**config.mk**
```make
export PLATFORM = sky130hd
export DESIGN_NAME = pipe_hazard_ctrl
export DESIGN_NICKNAME = d
export VERILOG_FILES = /design/src/rtl/rv32i_pkg.sv /design/src/rtl/rv_inst_class.sv /design/src/rtl/pipe_hazard_ctrl.sv
export SDC_FILE = /design/constraint.sdc
export NUM_CORES = 1
export LEC_CHECK = 0
export ABC_CLOCK_PERIOD_IN_PS = 2120
export CAP_MARGIN = 20
export CELL_PAD_IN_SITES_DETAIL_PLACEMENT = 1
export CELL_PAD_IN_SITES_GLOBAL_PLACEMENT = 1
export CORE_AREA = 2 2 65 91
export DETAILED_ROUTE_END_ITERATION = 10
export DIE_AREA = 0 0 67 93
export DONT_BUFFER_PORTS = 1
export PLACE_DENSITY = 0.75
export SLEW_MARGIN = 20
export SYNTH_ARGS = -nofsm -noshare
export SYNTH_HDL_FRONTEND = slang
export SYNTH_SLANG_ARGS = --single-unit
```
**constraint.sdc**
```tcl
create_clock -name clk -period 2.12 [get_ports clk]
set_input_delay 0 -clock clk [delete_from_list [all_inputs] [get_ports clk]]
set_output_delay 0 -clock clk [all_outputs]
set_load 0.05 [all_outputs]
```
**src/rtl/rv32i_pkg.sv**
```systemverilog
// Shared RV32I constants and the decoded-instruction class bundle used by the
// pipeline control blocks.
package rv32i_pkg;

  localparam logic [6:0] OPC_OP     = 7'b0110011;
  localparam logic [6:0] OPC_OPIMM  = 7'b0010011;
  localparam logic [6:0] OPC_LOAD   = 7'b0000011;
  localparam logic [6:0] OPC_STORE  = 7'b0100011;
  localparam logic [6:0] OPC_BRANCH = 7'b1100011;
  localparam logic [6:0] OPC_JAL    = 7'b1101111;
  localparam logic [6:0] OPC_JALR   = 7'b1100111;
  localparam logic [6:0] OPC_LUI    = 7'b0110111;
  localparam logic [6:0] OPC_AUIPC  = 7'b0010111;

  localparam logic [31:0] NOP = 32'h0000_0013;

  localparam logic [1:0] FWD_REG = 2'd0;
  localparam logic [1:0] FWD_ALU = 2'd1;
  localparam logic [1:0] FWD_WB  = 2'd2;

  typedef struct packed {
    logic uses_rs1;
    logic uses_rs2;
    logic writes_rd;
    logic is_load;
    logic is_jump;
  } inst_class_t;

endpackage

```
**src/rtl/rv_inst_class.sv**
```systemverilog
// Combinational opcode classifier: which register fields an instruction reads
// and writes, and whether its result arrives late (load) or as a link (jump).
module rv_inst_class
  import rv32i_pkg::*;
(
  input  logic [31:0]  inst,
  output inst_class_t  cls
);

  logic [6:0] opcode;
  logic       unused_fields;

  assign opcode        = inst[6:0];
  assign unused_fields = ^inst[31:7];

  // Unknown opcodes are treated as rs1 readers so a hazard is never missed.
  always_comb begin
    cls          = '0;
    cls.uses_rs1 = 1'b1;
    case (opcode)
      OPC_OP: begin
        cls.uses_rs2  = 1'b1;
        cls.writes_rd = 1'b1;
      end
      OPC_OPIMM: cls.writes_rd = 1'b1;
      OPC_LOAD: begin
        cls.writes_rd = 1'b1;
        cls.is_load   = 1'b1;
      end
      OPC_STORE:  cls.uses_rs2 = 1'b1;
      OPC_BRANCH: cls.uses_rs2 = 1'b1;
      OPC_JAL: begin
        cls.uses_rs1  = 1'b0;
        cls.writes_rd = 1'b1;
        cls.is_jump   = 1'b1;
      end
      OPC_JALR: begin
        cls.writes_rd = 1'b1;
        cls.is_jump   = 1'b1;
      end
      OPC_LUI, OPC_AUIPC: begin
        cls.uses_rs1  = 1'b0;
        cls.writes_rd = 1'b1;
      end
      default: ;
    endcase
  end

endmodule

```
**src/rtl/pipe_hazard_ctrl.sv**
```systemverilog
// Hazard and sequencing controller for the 3-stage F/X/W pipeline: slot
// occupancy, branch redirect/flush, load-use bubble, forwarding selects.
module pipe_hazard_ctrl
  import rv32i_pkg::*;
#(
  parameter int CNT_W        = 16,
  parameter bit LD_USE_STALL = 1'b1
) (
  input  logic             clk,
  input  logic             rst,
  input  logic [31:0]      inst_X,
  input  logic [31:0]      inst_W,
  input  logic             br_taken_X,
  output logic             pc_F_sel,
  output logic             pc_en,
  output logic             hold_X,
  output logic             kill_X,
  output logic             kill_W,
  output logic [1:0]       fwd_a_sel,
  output logic [1:0]       fwd_b_sel,
  output logic [CNT_W-1:0] stall_cnt,
  output logic [CNT_W-1:0] flush_cnt
);

  localparam logic [CNT_W-1:0] CNT_MAX = '1;

  inst_class_t cls_x;
  inst_class_t cls_w;
  logic        valid_x;
  logic        valid_w;
  logic [4:0]  rd_w;
  logic [4:0]  rs1_x;
  logic [4:0]  rs2_x;
  logic        w_writes;
  logic        match_a;
  logic        match_b;
  logic [1:0]  w_src;
  logic        load_use;
  logic        redirect;

  rv_inst_class u_class_x (.inst(inst_X), .cls(cls_x));
  rv_inst_class u_class_w (.inst(inst_W), .cls(cls_w));

  assign rd_w  = inst_W[11:7];
  assign rs1_x = inst_X[19:15];
  assign rs2_x = inst_X[24:20];

  // Reset forces every hazard term off so the outputs are defined before the
  // first reset edge has cleared the slot state.
  assign w_writes = !rst && valid_w && cls_w.writes_rd && (rd_w != 5'd0);
  assign match_a  = w_writes && cls_x.uses_rs1 && (rs1_x == rd_w);
  assign match_b  = w_writes && cls_x.uses_rs2 && (rs2_x == rd_w);
  assign w_src    = (cls_w.is_load || cls_w.is_jump) ? FWD_WB : FWD_ALU;

  assign fwd_a_sel = match_a ? w_src : FWD_REG;
  assign fwd_b_sel = match_b ? w_src : FWD_REG;

  assign load_use = LD_USE_STALL && !rst && valid_x && valid_w && cls_w.is_load
                    && (match_a || match_b);
  assign redirect = !rst && valid_x && br_taken_X && !load_use;

  assign pc_F_sel = redirect;
  assign pc_en    = !load_use;
  assign hold_X   = load_use;
  assign kill_X   = rst || !valid_x;
  assign kill_W   = rst || !valid_w;

  // A stalled X instruction keeps its slot and replays; the W slot drains.
  always_ff @(posedge clk) begin
    if (rst) begin
      valid_x   <= 1'b0;
      valid_w   <= 1'b0;
      stall_cnt <= '0;
      flush_cnt <= '0;
    end else if (load_use) begin
      valid_w <= 1'b0;
      if (stall_cnt != CNT_MAX) stall_cnt <= stall_cnt + CNT_W'(1);
    end else if (redirect) begin
      valid_x <= 1'b0;
      valid_w <= 1'b1;
      if (flush_cnt != CNT_MAX) flush_cnt <= flush_cnt + CNT_W'(1);
    end else begin
      valid_x <= 1'b1;
      valid_w <= valid_x;
    end
  end

endmodule

```
**Word level (Yosys, flattened, before mapping)**

Index checks and enable logic that the tools add are counted.

- $add $sub $neg: 2
- Equal/unequal tests: 17
- Muxes and demuxes: 10
- Bitwise operators: 1
- Reduce and logical (&&, ||, !) cells: 29

Operators by type and width:

| cell | number |
|---|---|
| $eq A7 B6 Y1 const B | 5 |
| $add A16 B1 Y16 const B | 2 |
| $ne A16 B16 Y1 const B | 2 |
| $eq A7 B7 Y1 const B | 4 |
| $eq A7 B5 Y1 const B | 3 |
| $logic_and A1 B1 Y1 | 13 |
| $eq A5 B5 Y1 | 2 |
| $eq A7 B2 Y1 const B | 1 |
| $mux W1 | 7 |
| $reduce_or A7 Y1 | 1 |
| $mux W2 | 3 |
| $reduce_or A3 Y1 | 2 |
| $reduce_bool A5 Y1 | 1 |
| $logic_not A1 Y1 | 4 |
| $logic_or A1 B1 Y1 | 4 |
| $reduce_or A2 Y1 | 2 |
| $reduce_and A3 Y1 | 1 |
| $reduce_and A2 Y1 | 1 |
| $not A1 Y1 | 1 |

- Flip-flop bits (word level): 34
- Bits of input ports: 67
- Output and inout bits: 41
- Logic and storage cells: 63

**Depth between registers and ports, before layout**

Gate-level depths: netlist (run 1).

- Depth after elaboration: 12
- Mapped depth: 8
- Depth with buffers taken out: 7

**Cells and area by module**

Synthesis (run 1) repeated with hierarchy kept, for this count alone.

- Cells, all modules: 269
- Area total of the unflattened synthesis: 2188.3 sq um

Modules (own cells, without submodules):

| module | instances | cells each | area each (sq um) | seq. area each (sq um) |
|---|---|---|---|---|
| pipe_hazard_ctrl | 1 | 241 | 1978.1 | 680.7 |
| rv_inst_class | 2 | 14 | 105.1 | 0.0 |

**Least setup slack after synthesis (run 1)**

No wires, ideal clock.

- Path kind: input to register
- Start: in inst_X[3]
- End: reg flush_cnt[5]
- Library setup time: 0.121 ns
- Data arrival time: 3.043 ns
- Data required time: 1.999 ns
- Setup slack: -1.044 ns
- Stages on the path: 7
- Buffers on the path: 0
- Path through: nor3b_1 -> o2111ai_1 -> and4b_1 -> o21ai_0 -> inv_1 -> nor3b_1 -> mux2_2

- Cells in the longest elaborated chain, start to end: 10
- Elaborated cells on any way between the ends: 20
- Classes of those cells: 6 x eq/ne; 2 x mux; 1 x bitwise; 11 x reduce/logical

RTL lines:

| element | RTL line | source |
|---|---|---|
| start, declared | pipe_hazard_ctrl.sv:11 | `input logic [31:0] inst_X,` |
| $eq A7 B7 Y1 (tied with other cells) | n/a |  |
| $reduce_or A3 Y1 (no line) | n/a |  |
| $mux W1 | rv_inst_class.sv:20 | `case (opcode)` |
| $logic_and A1 B1 Y1 (on tied branches) (2 in series) | pipe_hazard_ctrl.sv:51, pipe_hazard_ctrl.sv:52 |  |
| $logic_or A1 B1 Y1 (*) | pipe_hazard_ctrl.sv:59 | `&& (match_a \|\| match_b);` |
| $logic_and A1 B1 Y1 (*) | pipe_hazard_ctrl.sv:59 |  |
| $logic_not A1 Y1 (*) | n/a |  |
| named net pc_en | pipe_hazard_ctrl.sv:15 | `output logic pc_en,` |
| $logic_and A1 B1 Y1 (*) | pipe_hazard_ctrl.sv:60 | `assign redirect = !rst && valid_x && br_taken_X && !load_use;` |
| $reduce_and A3 Y1 (no line) (*) | n/a |  |
| end signal, assigned | pipe_hazard_ctrl.sv:81 | `if (flush_cnt != CNT_MAX) flush_cnt <= flush_cnt + CNT_W'(1);` |
| end, declared | pipe_hazard_ctrl.sv:22 | `output logic [CNT_W-1:0] flush_cnt` |

The timed path passes the listed nets; every way through them passes the cells marked *.
A chain may end at the register's enable or synchronous reset.

**Worst setup path in the final report (run 1)**

- Start: reg valid_w
- End: reg stall_cnt[12]

- Cells in the longest elaborated chain, start to end: 8
- Elaborated cells on any way between the ends: 12
- Classes of those cells: 12 x reduce/logical

RTL lines:

| element | RTL line | source |
|---|---|---|
| start, declared | pipe_hazard_ctrl.sv:30 | `logic valid_w;` |
| start signal, assigned | pipe_hazard_ctrl.sv:84 | `valid_w <= valid_x;` |
| $logic_and A1 B1 Y1 (3 in series) | pipe_hazard_ctrl.sv:50 | `assign w_writes = !rst && valid_w && cls_w.writes_rd && (rd_w != 5'd0);` |
| $logic_and A1 B1 Y1 (on tied branches) (2 in series) | pipe_hazard_ctrl.sv:51, pipe_hazard_ctrl.sv:52 |  |
| $logic_or A1 B1 Y1 | pipe_hazard_ctrl.sv:59 |  |
| $logic_and A1 B1 Y1 (*) | pipe_hazard_ctrl.sv:59 |  |
| $reduce_and A2 Y1 (no line) (*) | n/a |  |
| end signal, assigned | pipe_hazard_ctrl.sv:77 | `if (stall_cnt != CNT_MAX) stall_cnt <= stall_cnt + CNT_W'(1);` |
| end, declared | pipe_hazard_ctrl.sv:21 | `output logic [CNT_W-1:0] stall_cnt,` |

Every way passes the cells marked *; elsewhere a longest branch is shown, timed or not.

==> results.sh, run 1 <==
export IMPL_setup_viol=0
export IMPL_relSlewSlack_pct=66.5
export IMPL_cts_tree="yes"
export IMPL_initial_core_util_pct=38.6
export IMPL_final_area_um2=2620
export IMPL_dieArea_um2=6230
export IMPL_min_path_cells=3
export IMPL_wl_per_cell_um=17.7
export IMPL_ys_types=55
export IMPL_cts_buffers=5
export IMPL_drv_slew=0
export IMPL_total_power_mw=1.20
export IMPL_path_max_fanout=9
export IMPL_clock_sinks=34
export IMPL_grt_first_pass_wirelength_um=10500
export IMPL_slowest_delay_ns=0.37
export IMPL_reg2reg_depth=6
export IMPL_clkTransAtPathRegs_ns=0.07
export IMPL_ir_drop_mv=0.246
export IMPL_num_vias=2110
export IMPL_period_needed_ns=2.00
export IMPL_run_status="complete, no violations"
export IMPL_antenna_cells=0
export IMPL_antenna_found_initial=0
export IMPL_rows=32
export IMPL_grt_use_total_pct=21.6
export IMPL_p_leak_nw=0.974
export IMPL_intPower_mw=0.899
export IMPL_clock_skew_final_ns=0.00726
export IMPL_syn_to_final_growth_pct=24.7
export IMPL_period_share_pct=94.3
export IMPL_syn_nets=312
export IMPL_dp_hpwl_um=4930
export IMPL_hold_slack_ns=0.0521
export IMPL_syn_area_per_cell_um2=8.66
export IMPL_place_congestion=0.812
export IMPL_path_buf_inv=0
export IMPL_crit_family="simple AND/OR/NAND/NOR gates"
export IMPL_netlist_instances=243
export IMPL_fin_setup_tns_ns=0
export IMPL_required_ns=2.30
export IMPL_tightest_slew_ns=0.501
export IMPL_yosys_most_used_dff="dfxtp_1"
export IMPL_fin_nets=359
export IMPL_synth_seq_area_share_pct=32.4
export IMPL_pwr_density_cell_nw_per_um2=457
export IMPL_drt_first_pass_iters=4
export IMPL_cap_violations=0
export IMPL_finalHoldViolations=0
export IMPL_hp_class="primary input to register"
export IMPL_comb_power_share_pct=8.1
export IMPL_swShare_pct=25.1
export IMPL_cts_max_level=2
export IMPL_drive_gt1_share_pct=30.7
export IMPL_syn_area_um2=2100
export IMPL_synth_seq_cells=34
export IMPL_drc=0
export IMPL_postRouteAntennaNets=0
export IMPL_cts_buffer_depth=2
export IMPL_synthArstFlopShare_pct=0
export IMPL_rsz0062_at_grt="false"
export IMPL_worst_path_stages=6
export IMPL_power_share_clock_pct=38.1
export IMPL_io_buffer_count=0
export IMPL_core_um2=5450
export IMPL_wirelength_um=6340
export IMPL_synth_enable_flop_cells=0
export IMPL_placed_area_um2=2500
export IMPL_cp_arrival_ns=2.18
export IMPL_grt_max_degree=39
export IMPL_p_sw_mw=0.301
export IMPL_clk_latency_ns=0.28
export IMPL_gr_total_overflow=0
export IMPL_crit_type="register to register"
export IMPL_seqPwrFrac_pct=53.8
export IMPL_grt_pass1_vias=2351
export IMPL_ys_warn_count=0
export IMPL_critPathSlowestCell="dfxtp_1"
export IMPL_viasPerCell=5.89
export IMPL_dieHeight_um=93
export IMPL_die_x_um=67
export IMPL_drt_iter0_markers=20
export IMPL_postCtsSetupBuffers=0
export IMPL_fmax_mhz=500
export IMPL_endpoint_kind="register"
export IMPL_io_pins=108
export IMPL_cts_root_buf="clkbuf_8"
export IMPL_path_cells="nand4b_4 -> a211o_2 -> nor4b_4 -> a21oi_4 -> nor3_1 -> mux2_2"
export IMPL_r2r_slack_ns=0.12
export IMPL_crit_path_start_kind="register"
-- power by group through the flow --
stage          clock (mW)  sequential [mW]  combinational (mW)
2_1_floorplan           0            0.664              0.0692
3_3_place_gp            0            0.660              0.0768
3_5_place_dp            0            0.660              0.0798
4_1_cts             0.477            0.645              0.0974
5_1_grt             0.497            0.646               0.106
6_report            0.457            0.646              0.0968
-- cell usage after synthesis (all sizes together), types with 2 or more instances --
library cell / n / share of area, %
a21oi: 16 / 4.0
mux2: 10 / 5.4
xnor2: 8 / 3.3
o41ai: 4 / 1.7
and3: 8 / 2.7
clkbuf: 4 / 1.2
a21o: 2 / 1.1
buf: 3 / 0.83
or3: 5 / 1.5
nor3b: 2 / 0.71
and4b: 2 / 0.95
or4: 7 / 2.5
nand2b: 2 / 0.59
o21ai: 8 / 1.9
nor3: 6 / 2.0
nor2b: 10 / 3.0
nand3: 14 / 3.3
nor2: 24 / 4.3
nand2: 13 / 2.3
and2: 2 / 0.65
ha: 2 / 1.2
o311ai: 3 / 1.2
o2111ai: 2 / 0.83
and4: 4 / 1.7
nand4: 10 / 3.0
inv: 7 / 1.2
nor4: 5 / 2.9
a211oi: 2 / 0.71
or2: 2 / 0.59
dfxtp: 34 / 32
o31ai: 7 / 2.5
xor2: 3 / 1.2
o211ai: 2 / 0.95
-- routing by layer --
metal	track usage (%)	vias to the layer above	part of all wire, %
li1	-	1008	-
met1	20.1	1029	35
met2	42.6	64	57
met3	5.78	9	6.2
met4	7.82	0	1.7
met5	0	-	0
-- flip-flops by register name, indices dropped and copies added, names as in the netlist --
| register | count |
|---|---|
| valid_w | 1 |
| stall_cnt | 16 |
| valid_x | 1 |
| flush_cnt | 16 |
-- layout make-up --
class                   instances  area (um^2)
clock buffers                   5         68.8
clock inverters                 2         10.0
fillers                       683         2820
inverters                       7         26.3
multi-input cells             194         1370
flip-flops and latches         34          689
well taps                      68         85.1
repair buffers                 48          375
-- worst paths after layout --
| check | start | to |
|---|---|---|
| setup / recovery | valid_w | stall_cnt[12] |
| setup reg to reg | valid_w | stall_cnt[12] |
| hold reg to reg | stall_cnt[6] | stall_cnt[6] |
| hold / removal | rst | stall_cnt[5] |
-- kinds of logic after synthesis --
logic type	count (synthesis)	synth area share (%)
buffers and inverters	15	3.75
adders and majority gates	2	1.19
AOI/OAI and AO/OA	51	17.0
muxes	11	5.83
DFF	34	32.4
and+or+nand+nor	119	35.3
xor gates and xnor gates	11	4.58
-- metrics by stage --
step                setup slack [ns]  utilization, %  cells
finish                         0.121            48.2    358
global route                  0.0147            48.2    358
CTS                           0.0710            47.9    358
detailed placement            0.0707            45.9    349
global placement               0.112            45.9    349
floorplan                    0.00356               -    243
-- tightest hold or removal path: cells and delay by family --
kind	cells	cell delay [ns]
buf+inv	2	0.19
compound gates	1	0.10
-- placed cells by master, fill, tap and decap left out, types with 3 or more instances in the layout --
master	count
dfxtp_1	27
xnor2_1	8
nor4_1	3
o31ai_1	7
nand2_1	13
xor2_1	3
clkbuf_8	5
and3_1	5
inv_1	7
mux2_2	9
nor2_1	24
nand4_1	10
nor3_1	5
or3_1	5
or4_1	7
o311ai_0	3
and4_1	3
buf_4	46
dfxtp_2	7
o41ai_1	4
nor2b_1	10
o21ai_0	7
a21oi_1	15
nand3_1	14
-- repair_timing --
action / 4_1_cts / 5_1_grt
resized for setup: 0 / 2
hold buffers: 2 / 0
hold endpoints to repair: 28 / 0
setup endpoints to repair: 0 / 5
Note: power is estimated with default switching activity, not from simulation.
==> inputs of run 2 (changes only) <==
Settings changed: ABC_CLOCK_PERIOD_IN_PS 2120 to 2200.
Clock period 2.12 ns to 2.2 ns, I/O delays scaled along.
==> results.sh, run 2 (synthesis gave the netlist of run 1 again) <==
export IMPL_rsz0062_at_grt="false"
export IMPL_reg_top3="flush_cnt x16, stall_cnt x16"
export IMPL_gr_total_overflow=0
export IMPL_critPathSlowestCell="or4_1"
export IMPL_antenna_cells=0
export IMPL_drt_iter0_markers=69
export IMPL_clk_latency_ns=0.29
export IMPL_period_share_pct=92.6
export IMPL_slowest_delay_ns=0.54
export IMPL_dieHeight_um=93
export IMPL_drive_gt1_share_pct=29.5
export IMPL_path_cells="nand4b_4 -> a211o_2 -> nor4b_4 -> a21oi_2 -> or4_1 -> a21oi_1"
export IMPL_rows=32
export IMPL_fillers=678
export IMPL_cts_buffer_depth=2
export IMPL_mostFrequentLayoutCells="44 x buf_4, 28 x dfxtp_1, 24 x nor2_1, 15 x a21oi_1, 14 x nand3_1"
export IMPL_cts_tree="yes"
export IMPL_num_vias=2056
export IMPL_grt_max_degree=39
export IMPL_crit_type="register to register"
export IMPL_tightest_slew_ns=0.556
export IMPL_clock_skew_final_ns=0.00847
export IMPL_hp_class="primary input to register"
export IMPL_reg2reg_depth=6
export IMPL_grt_pass1_vias=2160
export IMPL_ctsResizeCount=0
export IMPL_cap_violations=0
export IMPL_p_leak_nw=0.974
export IMPL_clock_sinks=34
export IMPL_syn_to_final_growth_pct=24.6
export IMPL_initial_core_util_pct=38.6
export IMPL_fin_nets=357
export IMPL_clkTransAtPathRegs_ns=0.07
export IMPL_crit_family="simple AND/OR/NAND/NOR gates"
export IMPL_cts_buffers=5
export IMPL_cp_arrival_ns=2.26
export IMPL_fin_setup_tns_ns=0
export IMPL_worst_path_stages=6
export IMPL_drc=0
export IMPL_drt_first_pass_iters=4
export IMPL_min_path_cells=3
export IMPL_postRouteAntennaNets=0
export IMPL_cts_max_level=2
export IMPL_postCtsSetupBuffers=0
export IMPL_endpoint_kind="register"
export IMPL_io_pins=108
export IMPL_core_um2=5450
export IMPL_ir_drop_mv=0.294
export IMPL_period_needed_ns=2.04
export IMPL_grt_first_pass_wirelength_um=10200
export IMPL_run_status="complete, no violations"
export IMPL_viasPerCell=5.78
export IMPL_antenna_found_initial=0
export IMPL_io_buffer_count=0
export IMPL_drv_slew=0
export IMPL_wl_per_cell_um=17.3
export IMPL_finalHoldViolations=0
export IMPL_path_max_fanout=9
export IMPL_cts_root_buf="clkbuf_8"
export IMPL_dieArea_um2=6230
export IMPL_path_buf_inv=0
export IMPL_dp_hpwl_um=4770
export IMPL_place_congestion=0.756
export IMPL_cts_hold_buffers=2
export IMPL_setup_viol=0
export IMPL_grt_use_total_pct=21.3
export IMPL_wirelength_um=6150
export IMPL_total_power_mw=1.31
export IMPL_die_x_um=67
export IMPL_final_common_cell="buf_4"
export IMPL_fmax_mhz=491
export IMPL_required_ns=2.42
export IMPL_relSlewSlack_pct=62.8
export IMPL_pwr_density_cell_nw_per_um2=499
export IMPL_crit_path_start_kind="register"
[run 2: changes by cell type in the layout (fill, tap and decap cells not counted)]
cell and delta:
buf_4 -2, clkinv_2 -2, a211oi_1 +1, a211oi_2 -1, a21oi_2 +1, a21oi_4 -1, bufinv_16 +1, clkbuf_8 +1
dfxtp_1 +1, dfxtp_2 -1, o21ai_2 +1, o21ai_4 -1
[run 2: worst paths after layout]
kind,end,slack [ns],from
worst min register to register,stall_cnt[6],0.58,stall_cnt[6]
worst max register to register,stall_cnt[15],0.16,valid_w
worst max-delay path,stall_cnt[15],0.16,valid_w
worst min-delay path,stall_cnt[5],0.05,rst
[run 2: worst min-delay path, delay by kind of cell]
family / cells / cell delay (ns)
compound gates: 1 / 0.10
buf+inv: 2 / 0.19
[run 2: cell type report]
cell class	count	area, um^2	area share (%)
timing repair buffer	46	360	13.8
inverter	7	26.3	1.00
clock inverter	1	30.0	1.15
multi-input combinational	194	1350	51.4
clock buffer	6	82.6	3.15
tap	68	85.1	3.25
sequential	34	688	26.3
[run 2: report_power, final]
part	internal, mW	switching [mW]
clock	0.363	0.230
sequential	0.619	0.00356
combinational	0.0348	0.0563
total	1.02	0.290
[run 2: routing by layer]
metal  up-vias  routed length [um]  track usage, %
met4         0                  38            5.61
li1       1008                   -               -
met1       992                2240            21.3
met2        54                3480            40.8
met5         -                   0               0
met3         2                 396            6.86
[run 2: per-stage QoR]
step           cell area [um^2]  utilization (%)  cells  worst slack, ns  hold slack, ns
5_1_grt                    2620             48.1    356           0.0469          0.0556
4_1_cts                    2620             48.1    356            0.131          0.0448
2_1_floorplan              2110                -    243         -0.00228           0.234
6_report                   2620             48.1    356            0.163          0.0516
3_3_place_gp               2480             45.5    347            0.168          0.0662
3_5_place_dp               2480             45.5    347            0.139          0.0671
